<file path="src/rtl/dcache_miss_ctrl.sv">
// Direct-mapped, write-through, no-write-allocate data cache for the M stage.
// Read hits return in the same cycle; read misses and all stores stall the pipeline until the memory ack arrives.
module dcache_miss_ctrl #(
    parameter int DATA_WIDTH     = 32,
    parameter int ADDRESS_WIDTH  = 32,
    parameter int INDEX_WIDTH    = 3,
    parameter int MEM_ADDR_WIDTH = 17
) (
    input  logic                      CLK,
    input  logic                      RST,
    input  logic                      MemReadM,
    input  logic                      MemWriteM,
    input  logic [ADDRESS_WIDTH-1:0]  A,
    input  logic [DATA_WIDTH-1:0]     WD,
    input  logic                      WE0,
    input  logic                      WE1,
    input  logic                      WE2,
    input  logic                      WE3,
    output logic [DATA_WIDTH-1:0]     RD,
    output logic                      StallM,
    output logic                      mem_req,
    output logic                      mem_we,
    output logic [MEM_ADDR_WIDTH-1:0] mem_addr,
    output logic [DATA_WIDTH-1:0]     mem_wdata,
    output logic [3:0]                mem_be,
    input  logic [DATA_WIDTH-1:0]     mem_rdata,
    input  logic                      mem_ack,
    output logic [31:0]               hit_cnt,
    output logic [31:0]               miss_cnt
);

    localparam int NUM_LINES = 1 << INDEX_WIDTH;
    localparam int TAG_WIDTH = ADDRESS_WIDTH - 2 - INDEX_WIDTH;

    typedef enum logic [1:0] {IDLE, RD_WAIT, WR_WAIT, RESP} stateT;

    stateT state, nextState;

    logic [NUM_LINES-1:0]  validArr;
    logic [TAG_WIDTH-1:0]  tagArr  [NUM_LINES];
    logic [DATA_WIDTH-1:0] dataArr [NUM_LINES];
    logic [DATA_WIDTH-1:0] respQ;

    logic [INDEX_WIDTH-1:0] index;
    logic [TAG_WIDTH-1:0]   tag;
    logic [3:0]             byteEn;
    logic                   hit;
    logic                   loadOnly;
    logic                   unusedAddrBits;

    assign index          = A[2+INDEX_WIDTH-1:2];
    assign tag            = A[ADDRESS_WIDTH-1:2+INDEX_WIDTH];
    assign byteEn         = {WE3, WE2, WE1, WE0};
    assign hit            = validArr[index] && (tagArr[index] == tag);
    assign loadOnly       = MemReadM && !MemWriteM;
    assign unusedAddrBits = ^A[1:0];

    // The request is a pure function of the state register, so it rises on the edge into a wait state.
    assign mem_req   = (state == RD_WAIT) || (state == WR_WAIT);
    assign mem_addr  = {A[MEM_ADDR_WIDTH-1:2], 2'b00};
    assign mem_wdata = WD;

    // NOTE: sequential state uses non-blocking assignments so every flop samples pre-edge values.
    always_ff @(posedge CLK) begin
        if (RST) begin
            state <= IDLE;
        end else begin
            state <= nextState;
        end
    end

    always_ff @(posedge CLK) begin
        if (RST) begin
            validArr <= '0;
            respQ    <= '0;
            hit_cnt  <= '0;
            miss_cnt <= '0;
        end else begin
            if (state == IDLE && loadOnly) begin
                if (hit) begin
                    hit_cnt <= hit_cnt + 32'd1;
                end else begin
                    miss_cnt <= miss_cnt + 32'd1;
                end
            end
            if (state == RD_WAIT && mem_ack) begin
                validArr[index] <= 1'b1;
                respQ           <= mem_rdata;
            end
            // A store reports zero in its response cycle.
            if (state == WR_WAIT && mem_ack) begin
                respQ <= '0;
            end
        end
    end

    // NOTE: tag/data storage has no reset; the valid bits alone decide whether a line is usable.
    always_ff @(posedge CLK) begin
        if (!RST && state == RD_WAIT && mem_ack) begin
            tagArr[index]  <= tag;
            dataArr[index] <= mem_rdata;
        end else if (!RST && state == WR_WAIT && mem_ack && hit) begin
            for (int b = 0; b < 4; b++) begin
                if (byteEn[b]) begin
                    dataArr[index][8*b +: 8] <= WD[8*b +: 8];
                end
            end
        end
    end

    // NOTE: every combinational output gets a default first so no latch is inferred.
    always_comb begin
        nextState = state;
        StallM    = 1'b0;
        RD        = '0;
        mem_we    = 1'b0;
        mem_be    = 4'b0000;
        unique case (state)
            IDLE: begin
                if (MemWriteM) begin
                    StallM    = 1'b1;
                    nextState = WR_WAIT;
                end else if (MemReadM && !hit) begin
                    StallM    = 1'b1;
                    nextState = RD_WAIT;
                end else if (MemReadM) begin
                    RD = dataArr[index];
                end
            end
            RD_WAIT: begin
                StallM = 1'b1;
                mem_be = 4'b1111;
                if (mem_ack) begin
                    nextState = RESP;
                end
            end
            WR_WAIT: begin
                StallM = 1'b1;
                mem_we = 1'b1;
                mem_be = byteEn;
                if (mem_ack) begin
                    nextState = RESP;
                end
            end
            RESP: begin
                RD        = respQ;
                nextState = IDLE;
            end
            default: nextState = IDLE;
        endcase
    end

endmodule
</file>
<file path="config.mk">
export PLATFORM = sky130hd
export DESIGN_NAME = dcache_miss_ctrl
export DESIGN_NICKNAME = d
export VERILOG_FILES = /design/src/rtl/dcache_miss_ctrl.sv
export SDC_FILE = /design/constraint.sdc
export NUM_CORES = 1
export LEC_CHECK = 0
export CAP_MARGIN = 20
export CORE_ASPECT_RATIO = 1.2
export CORE_MARGIN = 1
export CORE_UTILIZATION = 47
export DETAILED_ROUTE_END_ITERATION = 10
export MAX_ROUTING_LAYER = met4
export PLACE_DENSITY = 0.76
export SLEW_MARGIN = 20
export SYNTH_ARGS = -nofsm -noshare
export SYNTH_HDL_FRONTEND = slang
export SYNTH_SLANG_ARGS = --single-unit
export TNS_END_PERCENT = 20
</file>
<file path="constraint.sdc">
create_clock -name CLK -period 4.3 [get_ports CLK]
set_clock_uncertainty 0.1 [all_clocks]
set_input_delay 0.86 -clock CLK [delete_from_list [all_inputs] [get_ports CLK]]
set_output_delay 0.86 -clock CLK [all_outputs]
set_load 0.005 [all_outputs]
</file>
Yosys cells after proc, flatten, opt, wreduce, memory -nomap -nowiden
Memory sizes are Yosys's and may differ from the RTL's.
Index checks and enable logic that the tools add are counted.
Word-level totals
  word-level logic and storage cells: 84
  memories kept: 2
  register bits: 106
  RAM bits: 472
  input port bits: 105
Operators by class
  reduce and logical (&&, ||, !) cells: 22
  equal/unequal tests: 6
  bitwise gates (word level): 6
  $lt $le $gt $ge: 2
  $add $sub $neg: 2
  multiplexer cells: 39
Memories
  dataArr: depth 8, width 32, rd ports 1, clocked after Yosys merged registers in 0, write ports 1, RTL line 41  | logic [DATA_WIDTH-1:0] dataArr [NUM_LINES];
  tagArr: depth 8, width 27, rd ports 1, clocked after Yosys merged registers in 0, write ports 1, RTL line 40  | logic [TAG_WIDTH-1:0] tagArr [NUM_LINES];
Operator list (number)
  32-bit two-way mux: 3
  32-bit by 1-bit adder with 32-bit output, second input constant: 2
  32-bit one-hot mux with 2 select lines: 1
  8-bit two-way mux: 4
  27-bit equality test: 1
  1-bit two-way mux: 23
  1-bit logical AND: 12
  8-bit OR: 1
  4-bit one-hot mux with 2 select lines: 1
  2-bit two-way mux: 3
  2-bit one-hot mux with 3 select lines: 1
  2-bit AND reduction: 3
  2-bit equality test, second input constant: 2
  3-bit by 4-bit < comparator with 1-bit output, second input constant: 1
  1-bit OR: 4
  2-bit OR reduction: 2
  1-bit binary-select mux with 3-bit select: 1
  1-bit demux with 3-bit select: 1
  3-bit by 1-bit >= comparator with 1-bit output, second input constant: 1
  1-bit zero test: 3
  3-bit by 2-bit inequality test with 1-bit output, second input constant: 1
  2-bit by 1-bit equality test with 1-bit output, second input constant: 1
  2-bit zero test: 1
  2-bit by 1-bit inequality test with 1-bit output, second input constant: 1
  3 further kinds: 3

Logic depth before layout (Yosys ltp)
  depth in word-level cells: 8
  mapped depth: 15
  depth with buffers taken out: 9

Worst setup path after synthesis
OpenSTA, ideal clock, no wires.
  path type: input-to-output
  start point: in A[3]
  end point: out RD[14]
  data required time: 3340 ps
  setup slack: -318 ps
  cell stages on the path: 11
  data arrival time: 3658 ps
  path buffers: 3
  cells stage by stage: buf_2 > clkbuf_1 > mux4_2 > mux2i_1 > xnor2_1 > nor4_1 > nand4_1 > nor4b_2 > nand2_1 > clkbuf_1 > o31ai_1
Between the ends
  word-level cells in the longest chain between the ends: 8
  elaborated cells between the ends (all ways): 12
RTL lines
  start: declaration: RTL line 13  | input logic [ADDRESS_WIDTH-1:0] A,
  memory 8 x 27 bit or 1-bit binary-select mux with 3-bit select (tied branches)
  27-bit equality test or 1-bit two-way mux (tied branches): RTL line 54  | assign hit = validArr[index] && (tagArr[index] == tag);
  1-bit logical AND: RTL line 54
  1-bit zero test: RTL line 123  | end else if (MemReadM && !hit) begin
  1-bit logical AND: RTL line 123
  32-bit two-way mux (*): RTL line 123
  32-bit two-way mux (*): RTL line 120  | if (MemWriteM) begin
  32-bit one-hot mux with 2 select lines (*): RTL line 118  | unique case (state)
  end: declaration: RTL line 19  | output logic [DATA_WIDTH-1:0] RD,
Mark *: on every way between the ends. The rest lies on a longest branch, timed or not. The select of a mux whose other input is x is not followed.

Final worst setup path
  start point: in A[2]
  end point: out RD[31]
The elaborated chain is that of the path after synthesis.

==> flow_results.xml <==
<?xml version="1.0" encoding="UTF-8"?>
<metrics>
  <group name="outcome">
    <metric name="run_status" unit="">finished, violations left</metric>
    <metric name="failed_checks" unit="">setup timing</metric>
  </group>
  <group name="cts">
    <metric name="cts_buffer_depth" unit="">3</metric>
    <metric name="cts_max_level" unit="">2</metric>
    <metric name="cts_buffers" unit="">54</metric>
    <metric name="tritoncts" unit="">yes</metric>
    <metric name="numClockSinks" unit="">578</metric>
    <metric name="clk_transition_reported_paths" unit="ns">0.06</metric>
    <metric name="clockRootBuffer" unit="">sky130_fd_sc_hd__clkbuf_16</metric>
    <metric name="cts_hold_repair.buffers" unit="">0</metric>
    <metric name="clk-insertion-delay-late" unit="ns">0.63</metric>
  </group>
  <group name="route">
    <metric name="avgViaCountPerCell" unit="">5.80</metric>
    <metric name="drtIter0Drc" unit="">1440</metric>
    <metric name="route.final.wire_length" unit="µm">62800</metric>
    <metric name="detail_route.drc_violations" unit="">0</metric>
    <metric name="vias" unit="">16000</metric>
    <metric name="routed_wire_length_per_instance" unit="µm">22.8</metric>
    <metric name="drt.antenna.violating_nets" unit="">0</metric>
    <metric name="first_pass_iters" unit="">5</metric>
  </group>
  <group name="final_layout">
    <metric name="finalNonFillerCells" unit="">2754</metric>
    <metric name="mostFrequentLayoutCell" unit="">sky130_fd_sc_hd__edfxtp_1</metric>
    <metric name="most-common-layout-cells" unit="">472 x sky130_fd_sc_hd__edfxtp_1, 215 x sky130_fd_sc_hd__clkdlybuf4s50_1, 165 x sky130_fd_sc_hd__buf_4</metric>
    <metric name="ratio_of_cells_with_drive_above_1_in_the_final_layout" unit="%">24.8</metric>
    <metric name="area_delta_synth_final" unit="%">26.5</metric>
    <metric name="final_net_count" unit="">2171</metric>
    <metric name="final_core_util" unit="%">60.6</metric>
  </group>
  <group name="worst_hold_path">
    <metric name="min_path_type" unit="">flip-flop to flip-flop</metric>
    <metric name="timing.hold.worst_endpoint" unit="">respQ[7]</metric>
    <metric name="timing.hold.worst.start" unit="">respQ[7]</metric>
    <metric name="holdPathStages" unit="">2</metric>
  </group>
  <group name="timing">
    <metric name="setup-violations-final" unit="">33</metric>
    <metric name="timing.fmax" unit="MHz">212</metric>
    <metric name="post-route-worst-setup-slack" unit="ns">-0.407</metric>
    <metric name="post-route-period-util" unit="%">109</metric>
    <metric name="timing.setup.tns" unit="ns">-11.73</metric>
    <metric name="slew_violations" unit="">0</metric>
    <metric name="tightest_slew" unit="ns">0.980</metric>
    <metric name="slew-limit-headroom" unit="%">34.7</metric>
    <metric name="final_hold_viol_count" unit="">0</metric>
    <metric name="period_needed" unit="ns">4.71</metric>
    <metric name="setup_repair_after_global_routing_missed_its_margin" unit="">yes</metric>
  </group>
  <group name="power">
    <metric name="power.density" unit="nW/µm²">407</metric>
    <metric name="cellLeakagePower" unit="µW">0.0104</metric>
    <metric name="design_power_total" unit="µW">12500</metric>
    <metric name="peakVddDrop" unit="V">0.000378</metric>
  </group>
  <group name="setup_path">
    <metric name="reg2reg_setup_slack" unit="ns">0.19</metric>
    <metric name="r2r_start" unit="">tagArr[7][25]</metric>
    <metric name="ff2ff_path_depth" unit="">12</metric>
    <metric name="critical_path_peak_fanout" unit="">17</metric>
    <metric name="element_type_at_the_critical_path_start" unit="">input port</metric>
    <metric name="critPathArrivalTime" unit="ns">3.75</metric>
    <metric name="crit_required" unit="ns">3.34</metric>
    <metric name="criticalPathCategory" unit="">input port to primary output</metric>
    <metric name="crit-reg2reg-capture" unit="">dataArr[0][21]</metric>
    <metric name="endpoint_kind" unit="">primary output</metric>
  </group>
  <group name="placement">
    <metric name="detailedPlacementHpwl" unit="µm">40500</metric>
    <metric name="numPortBuffers" unit="">252</metric>
    <metric name="gpl_wtd_cong" unit="">0.876</metric>
    <metric name="place_inst" unit="">2624</metric>
    <metric name="detailedPlace.worstSlack" unit="ns">-1.03</metric>
  </group>
  <group name="synth">
    <metric name="synth_top_family_by_area" unit="">multiplexers</metric>
    <metric name="synth.area.top_cells" unit="">sky130_fd_sc_hd__edfxtp_1 59%, sky130_fd_sc_hd__dfxtp_1 8.8%, sky130_fd_sc_hd__mux4_2 5.0%</metric>
    <metric name="synth_area_per_cell" unit="µm²">14.2</metric>
    <metric name="area_fraction_in_compound_gates_after_synthesis" unit="%">8.19</metric>
    <metric name="yosysWarningCount" unit="">0</metric>
    <metric name="post_synthesis_share_of_cell_area_spent_on_xor_and_xnor_gates" unit="%">0.976</metric>
    <metric name="synth-edff-count" unit="">472</metric>
    <metric name="yosys.area_share.simple" unit="%">9.53</metric>
    <metric name="synth_flop_cell" unit="">sky130_fd_sc_hd__edfxtp_1</metric>
    <metric name="synthDistinctLibCells" unit="">57</metric>
    <metric name="async_reset_ff_share" unit="%">0</metric>
    <metric name="yosys.area.top_type_share" unit="%">58.5</metric>
    <metric name="post_synth_instance_area" unit="µm²">24200</metric>
    <metric name="postSynthRegisterBits" unit="">578</metric>
    <metric name="number_of_instances_in_the_synthesized_netlist" unit="">1705</metric>
    <metric name="post_synth_mux_area_share" unit="%">10.1</metric>
    <metric name="yosysTopAreaCell" unit="">sky130_fd_sc_hd__edfxtp_1</metric>
    <metric name="yosys.area_share.adder" unit="%">0.362</metric>
    <metric name="yosysSeqAreaShare" unit="%">67.3</metric>
  </group>
  <group name="grt">
    <metric name="global_route_wire_length_before_repair" unit="µm">92900</metric>
    <metric name="antenna_found_initial" unit="">5</metric>
    <metric name="grt.total_usage" unit="%">24.1</metric>
    <metric name="overflow" unit="">0</metric>
    <metric name="grt_pass1_vias" unit="">15800</metric>
    <metric name="grt_start_max_net_pins" unit="">105</metric>
  </group>
  <group name="run">
    <metric name="timing.max_cap.violations" unit="">0</metric>
  </group>
  <group name="floorplan">
    <metric name="initial_standard_cell_utilization_of_the_core" unit="%">47.9</metric>
    <metric name="row_count" unit="">90</metric>
    <metric name="die_area" unit="µm²">52400</metric>
    <metric name="num_io_pins" unit="">257</metric>
    <metric name="die_h" unit="µm">251</metric>
    <metric name="die_w" unit="µm">209</metric>
    <metric name="core" unit="µm²">50600</metric>
  </group>
</metrics>
sequential cells by signal (all words and copies together), names as in the netlist:
name / cells
dataArr: 256
hit_cnt: 32
miss_cnt: 32
respQ: 32
state: 2
tagArr: 216
validArr: 8
cell families (layout without fill, tap and decap cells):
| group | Yosys count | count (layout) |
|---|---|---|
| and+or+nand+nor | 466 | 466 |
| xor gates and xnor gates | 27 | 27 |
| DFF | 578 | 578 |
| muxes | 167 | 167 |
| AOI/OAI and AO/OA | 286 | 286 |
| adders and majority gates | 7 | 7 |
| other | 1 | 7 |
| buffers and inverters | 173 | 572 |
Yosys cell counts, drive strengths merged, types with 18 or more instances:
library cell / n
a21oi: 59
a22oi: 85
buf: 67
clkbuf: 87
dfxtp: 106
edfxtp: 472
inv: 19
mux2: 73
mux2i: 40
mux4: 54
nand2: 138
nand2b: 20
nand3: 35
nand4: 21
nor2: 117
nor2b: 55
nor3: 22
o21ai: 40
or4: 18
xnor2: 26
layout make-up:
type | count | area (µm²)
tap | 644 | 806
multi-input combinational | 955 | 7340
fill | 3637 | 19900
sequential | 578 | 16300
clock buffer | 69 | 1430
timing repair buffer | 451 | 4300
inverter | 19 | 71.3
antenna | 5 | 12.5
clock inverter | 33 | 380
through the flow:
step | hold WS, ns | area (µm²)
2_1_floorplan | 0.337 | 24300
3_3_place_gp | 0.342 | 28400
4_1_cts | 0.358 | 30400
6_report | 0.358 | 30600
3_5_place_dp | 0.349 | 28400
5_1_grt | 0.377 | 30600
metal layers:
layer	part of all wire, %	vias to the layer above	GRT usage [%]
met2	52	684	42.2
li1	-	7207	-
met1	37	7958	27.9
met5	0	-	-
met3	7.6	116	3.95
met4	3.2	0	8.30
worst max-delay path, stage by stage:
cell and delay, ns:
sky130_fd_sc_hd__buf_16 0.11, sky130_fd_sc_hd__buf_12 0.10, sky130_fd_sc_hd__buf_8 0.11, sky130_fd_sc_hd__mux4_2 0.53, sky130_fd_sc_hd__mux2i_4 0.20, sky130_fd_sc_hd__xnor2_2 0.12, sky130_fd_sc_hd__nor4_2 0.30, sky130_fd_sc_hd__nand4_1 0.20
sky130_fd_sc_hd__buf_6 0.18, sky130_fd_sc_hd__nor4b_4 0.32, sky130_fd_sc_hd__nand2_4 0.10, sky130_fd_sc_hd__buf_12 0.18, sky130_fd_sc_hd__o31ai_2 0.24, sky130_fd_sc_hd__buf_2 0.15
report_power, final:
part,switching [µW],internal [µW],total [µW]
Sequential,50.2,6140,6190
Combinational,842,613,1460
Clock,2120,2690,4810
Total,3020,9450,12500
worst max path at each step:
stage,slack (ns),start,to
CTS,-0.61,A[2],RD[11]
global placement,-0.89,A[2],StallM
finish,-0.41,A[2],RD[31]
detailed placement,-1.03,A[2],RD[20]
floorplan,-0.17,A[4],tagArr[5][0]
global route,-0.52,A[2],RD[28]
what timing repair did:
action,CTS,global route
pin swaps,2,14
buffers inserted,4,15
endpoints found under the setup margin,575,101
gates cloned,1,3
gates resized for setup,67,128
Note: power is estimated with default switching activity, not from simulation.
